<file path="config.mk">
export PLATFORM = sky130hd
export DESIGN_NAME = rgb_arbiter
export DESIGN_NICKNAME = d
export VERILOG_FILES = /design/src/rtl/rgb_arbiter.sv
export SDC_FILE = /design/constraint.sdc
export NUM_CORES = 1
export LEC_CHECK = 0
export ABC_AREA = 1
export BUFFER_PORTS_ARGS = -buffer_cell sky130_fd_sc_hd__buf_4
export CORE_MARGIN = 2
export CORE_UTILIZATION = 58
export DETAILED_ROUTE_END_ITERATION = 8
export GPL_ROUTABILITY_DRIVEN = 1
export HOLD_SLACK_MARGIN = 0.12
export PLACE_DENSITY = 0.9
export RECOVER_POWER = 100
export SLEW_MARGIN = 20
export SYNTH_ARGS = -nofsm -noshare
export SYNTH_HDL_FRONTEND = slang
export SYNTH_SLANG_ARGS = --single-unit
</file>
<file path="constraint.sdc">
create_clock -name clk -period 4.8 [get_ports clk]
set_input_delay 0.24 -clock clk [delete_from_list [all_inputs] [get_ports clk]]
set_output_delay 0.24 -clock clk [all_outputs]
set_load 0.005 [all_outputs]
</file>
<file path="src/rtl/rgb_arbiter.sv">
// Fixed-priority LED arbiter: one requester at a time owns the RGB drive,
// with a tick-counted minimum dwell after each grant and optional blinking.
module rgb_arbiter #(
    parameter int NREQ        = 4,
    parameter int HOLD_TICKS  = 8,
    parameter int BLINK_TICKS = 4
) (
    input  logic              clk,
    input  logic              rst_n,
    input  logic              tick,
    input  logic [NREQ-1:0]   req,
    input  logic [3*NREQ-1:0] color,
    input  logic [NREQ-1:0]   blink,
    output logic              r,
    output logic              g,
    output logic              b,
    output logic [NREQ-1:0]   grant,
    output logic              busy
);

    localparam int HW = $clog2(HOLD_TICKS + 1);
    localparam int BW = $clog2(BLINK_TICKS + 1);

    typedef enum logic [1:0] {IDLE, HOLD, RUN} state_t;

    state_t          state, state_nx;
    logic [HW-1:0]   hold_cnt, hold_nx;
    logic [BW-1:0]   blink_cnt, blink_nx;
    logic            phase, phase_nx;
    logic [2:0]      lat_col, col_nx;
    logic            lat_blk, blk_nx;
    logic [2:0]      rgb_q, rgb_nx;
    logic [NREQ-1:0] grant_nx;
    logic            busy_nx;

    logic [NREQ-1:0] lowest, higher, higher_low, sel;
    logic            owner_req, do_grant;

    // Two's-complement trick isolates the lowest set bit; grant-1 masks the
    // indices strictly above the one-hot owner in priority.
    assign lowest     = req & (~req + NREQ'(1));
    assign higher     = req & (grant - NREQ'(1));
    assign higher_low = higher & (~higher + NREQ'(1));
    assign owner_req  = |(req & grant);

    always_comb begin
        state_nx = state;
        hold_nx  = hold_cnt;
        blink_nx = blink_cnt;
        phase_nx = phase;
        col_nx   = lat_col;
        blk_nx   = lat_blk;
        grant_nx = grant;
        do_grant = 1'b0;
        sel      = '0;

        case (state)
            IDLE: begin
                if (|req) begin
                    do_grant = 1'b1;
                    sel      = lowest;
                end
            end
            HOLD: begin
                if (tick && hold_cnt != '0) begin
                    hold_nx = hold_cnt - HW'(1);
                    if (hold_cnt == HW'(1))
                        state_nx = RUN;
                end
            end
            RUN: begin
                if (|higher) begin
                    do_grant = 1'b1;
                    sel      = higher_low;
                end else if (!owner_req) begin
                    if (|req) begin
                        do_grant = 1'b1;
                        sel      = lowest;
                    end else begin
                        state_nx = IDLE;
                    end
                end
            end
            default: state_nx = IDLE;
        endcase

        if (state != IDLE && lat_blk && tick && blink_cnt != '0) begin
            if (blink_cnt == BW'(1)) begin
                phase_nx = ~phase;
                blink_nx = BW'(BLINK_TICKS);
            end else begin
                blink_nx = blink_cnt - BW'(1);
            end
        end

        // A grant reloads everything, so a coincident tick is discarded here.
        if (do_grant) begin
            state_nx = HOLD;
            grant_nx = sel;
            hold_nx  = HW'(HOLD_TICKS);
            blink_nx = BW'(BLINK_TICKS);
            phase_nx = 1'b1;
            for (int i = 0; i < NREQ; i++) begin
                if (sel[i]) begin
                    col_nx = color[3*i +: 3];
                    blk_nx = blink[i];
                end
            end
        end

        if (state_nx == IDLE)
            grant_nx = '0;
        busy_nx = (state_nx != IDLE);
        rgb_nx  = (state_nx == IDLE) ? 3'b000 : (col_nx & {3{phase_nx | ~blk_nx}});
    end

    always_ff @(posedge clk or negedge rst_n) begin
        if (!rst_n) begin
            state     <= IDLE;
            hold_cnt  <= '0;
            blink_cnt <= '0;
            phase     <= 1'b1;
            lat_col   <= 3'b000;
            lat_blk   <= 1'b0;
            grant     <= '0;
            busy      <= 1'b0;
            rgb_q     <= 3'b000;
        end else begin
            state     <= state_nx;
            hold_cnt  <= hold_nx;
            blink_cnt <= blink_nx;
            phase     <= phase_nx;
            lat_col   <= col_nx;
            lat_blk   <= blk_nx;
            grant     <= grant_nx;
            busy      <= busy_nx;
            rgb_q     <= rgb_nx;
        end
    end

    assign {r, g, b} = rgb_q;

endmodule

</file>
==> results.json <==
{
  "startpoint_type": "flip-flop",
  "layoutNonFillerInstCount": 283,
  "register_area_um2": 552,
  "yosysUniqueCellTypes": 27,
  "io_buffers": 30,
  "maxSlewHeadroom_pct": 19.8,
  "fillCellCount": 221,
  "pre_cts_slack_ns": 2.91,
  "synth_nets": 247,
  "r2r_slack_ns": 2.30,
  "globalRouteOverflowTotal": 0,
  "die_h_um": 55.2,
  "dp_cells": 278,
  "hpwlAfterDp_um": 2780,
  "r2r_end": "rgb_q[1]",
  "fin_ws_ns": 2.30,
  "wl_per_cell_um": 12.1,
  "end_kind": "flip-flop",
  "cts_max_path_buffers": 2,
  "synth_top_cells_by_count": "nand2_1, inv_1, dfrtp_1, nand3_1, nor2_1",
  "drive_above_1_share_pct": 18.6,
  "worstPathMaxFanout": 9,
  "grt_pass1_vias": 1234,
  "yosysSeqAreaShare_pct": 36.3,
  "synthFlopType": "dfrtp_1",
  "cpPeakStageDelay_ns": 0.41,
  "fmax_mhz": 400,
  "synth_top_cell_area_share_pct": 34.6,
  "p_leak_nw": 0.982,
  "synth_cells": 218,
  "worstPathRequired_ns": 5.01,
  "crit_type": "reg2reg",
  "synthTopCellsByArea": "dfrtp_1, nand2_1, inv_1, nand3_1, ha_1",
  "grt_pass1_wl_um": 5340,
  "rsz0062_at_grt": "no",
  "core_area_mm2": 0.00248,
  "regToRegStartpoint": "grant[0]",
  "die_w_um": 55.2,
  "synth.avg_cell_area_um2": 6.97,
  "std_cell_rows": 18,
  "synth_most_common_cell": "nand2_1",
  "grt_max_degree": 23,
  "synth_largest_area_cell": "dfrtp_1",
  "cp_data_arrival_time_ns": 2.71,
  "vias": 1472,
  "cp_cell_sequence": "inv_1, ha_1, inv_1, nand2_1, nand2_1, clkinv_1, nand2_1, inv_1, nand2_1, nand2_4, nand2_1, clkinvlp_2, nand2_1, nand3_1, nand2_1, a21oi_1",
  "skew_ns": 0.00647,
  "dieArea_mm2": 0.00304,
  "grt.total_usage_pct": 25.0,
  "netlist_area_mm2": 0.00152,
  "multi_input_area_um2": 791,
  "dr.pass1.iters": 4,
  "cts_sinks": 22,
  "hold_depth": 3,
  "diodes": 0,
  "ant_nets": 0,
  "cp_common_cell": "nand2_1",
  "async_flop_share_pct": 100,
  "worstHoldPathType": "in2reg",
  "cts-root-buf": "clkbuf_4",
  "fin_area_mm2": 0.00179,
  "holdCritStartpoint": "blink[2]",
  "vias_per_cell": 5.20,
  "cap_viol_max_count": 0,
  "cts.reportedPaths.clkPinSlew_ns": 0.13,
  "peakVddDrop_mv": 0.391,
  "setup_viol": 0,
  "synthToLayoutAreaGrowth_pct": 18.0,
  "start_util_pct": 61.3,
  "yosysWarningCount": 0,
  "drc": 0,
  "clk_latency_ns": 0.31,
  "worst_path_max_delay_cell": "dfrtp_1",
  "antenna_found_initial": 0,
  "htreeDepth": 1,
  "drt-initial-drc-count": 62,
  "hold_viol_final": 0,
  "synth_edf_count": 0,
  "outcome": "complete, no violations",
  "cts_buffers": 3,
  "finalCritPeriodShare_pct": 52.1,
  "setup_tns_ns": 0,
  "worst_pin_slew_ns": 1.20,
  "io_pins": 31,
  "gp_congestion": 0.864,
  "r2r_cells": 16,
  "routed_wl_um": 3410,
  "pwr_density_cell_mw_per_mm2": 523,
  "slew_violations": 0,
  "layout.nets": 283,
  "min_to": "lat_blk",
  "placed_area_mm2": 0.00178,
  "fin_crit_ns": 2.50,
  "cts_tree": "yes",
  "postSynthRegisterBits": 22
}
==> power by group <==
| part | switching, mW | internal (mW) |
|---|---|---|
| Sequential | 0.0514 | 0.263 |
| Combinational | 0.319 | 0.200 |
| Clock | 0.0576 | 0.0464 |
==> metal layers <==
layer | global-route usage (%) | wire (um) | share of wire [%]
met3 | 2.42 | 186 | 5.5
met2 | 42.3 | 1660 | 49
met1 | 33.7 | 1510 | 44
met4 | 8.13 | 55 | 1.6
met5 | 0 | 0 | 0
==> worst max-delay path, delay by kind of cell (launching register included) <==
family,cells,cell delay (ns)
flops,1,0.41
fa+ha+maj,1,0.25
simple gates,9,0.97
compound gates,1,0.07
buf+inv,5,0.70
==> how the worst max path moves through the flow <==
stage / start / end / cells after the start / slack (ns)
6_report: grant[0] / rgb_q[1] / 16 / 2.30
5_1_grt: grant[0] / rgb_q[1] / 16 / 2.02
4_1_cts: grant[0] / rgb_q[1] / 13 / 2.88
3_5_place_dp: grant[0] / rgb_q[1] / 13 / 2.91
3_3_place_gp: grant[0] / rgb_q[1] / 13 / 2.92
2_1_floorplan: grant[0] / grant[3] / 15 / 3.10
==> flip-flops by register name, summed over array words and instances, names as in the netlist <==
register and cells:
rgb_q 3, grant 4, state 2, phase 1
lat_col 3, busy 1, lat_blk 1, hold_cnt 4
blink_cnt 3
==> metrics by stage <==
stage | hold slack, ns | power, mW | utilization, %
4_1_cts | 0.227 | 0.969 | 73.8
5_1_grt | 0.249 | 1.04 | 72.3
3_5_place_dp | 0.145 | 0.865 | 71.9
3_3_place_gp | 0.144 | 0.850 | 71.9
2_1_floorplan | -0.0556 | 0.710 | -
6_report | 0.234 | 0.937 | 72.3
==> final cells by class <==
class,count,area share (%)
flip-flops and latches,22,30.8
inverters,39,8.24
well taps,30,2.09
clock buffers,4,2.03
repair buffers,31,12.7
multi-input cells,157,44.1
==> timing repair <==
item | CTS | global route
buffers inserted | 0 | 0
endpoints found under the hold margin | 22 | 0
gates resized for setup | 0 | 0
hold buffers | 1 | 0
==> cells by family after synthesis <==
logic type | share of synthesized area [%]
DFF | 36.3
adders and majority gates | 4.94
xor gates and xnor gates | 2.31
and+or+nand+nor | 35.4
buffers and inverters | 9.80
AOI/OAI and AO/OA | 11.2
==> layout by cell type, fill, tap and decap left out, types with 6 or more instances in the layout <==
cell type	instances
clkbuf_4	10
buf_4	21
inv_1	31
ha_1	6
nor2_1	16
nand3_1	18
o21ai_0	8
dfrtp_1	21
a21oi_1	11
nand2_1	71
Note: power is estimated with default switching activity, not from simulation.
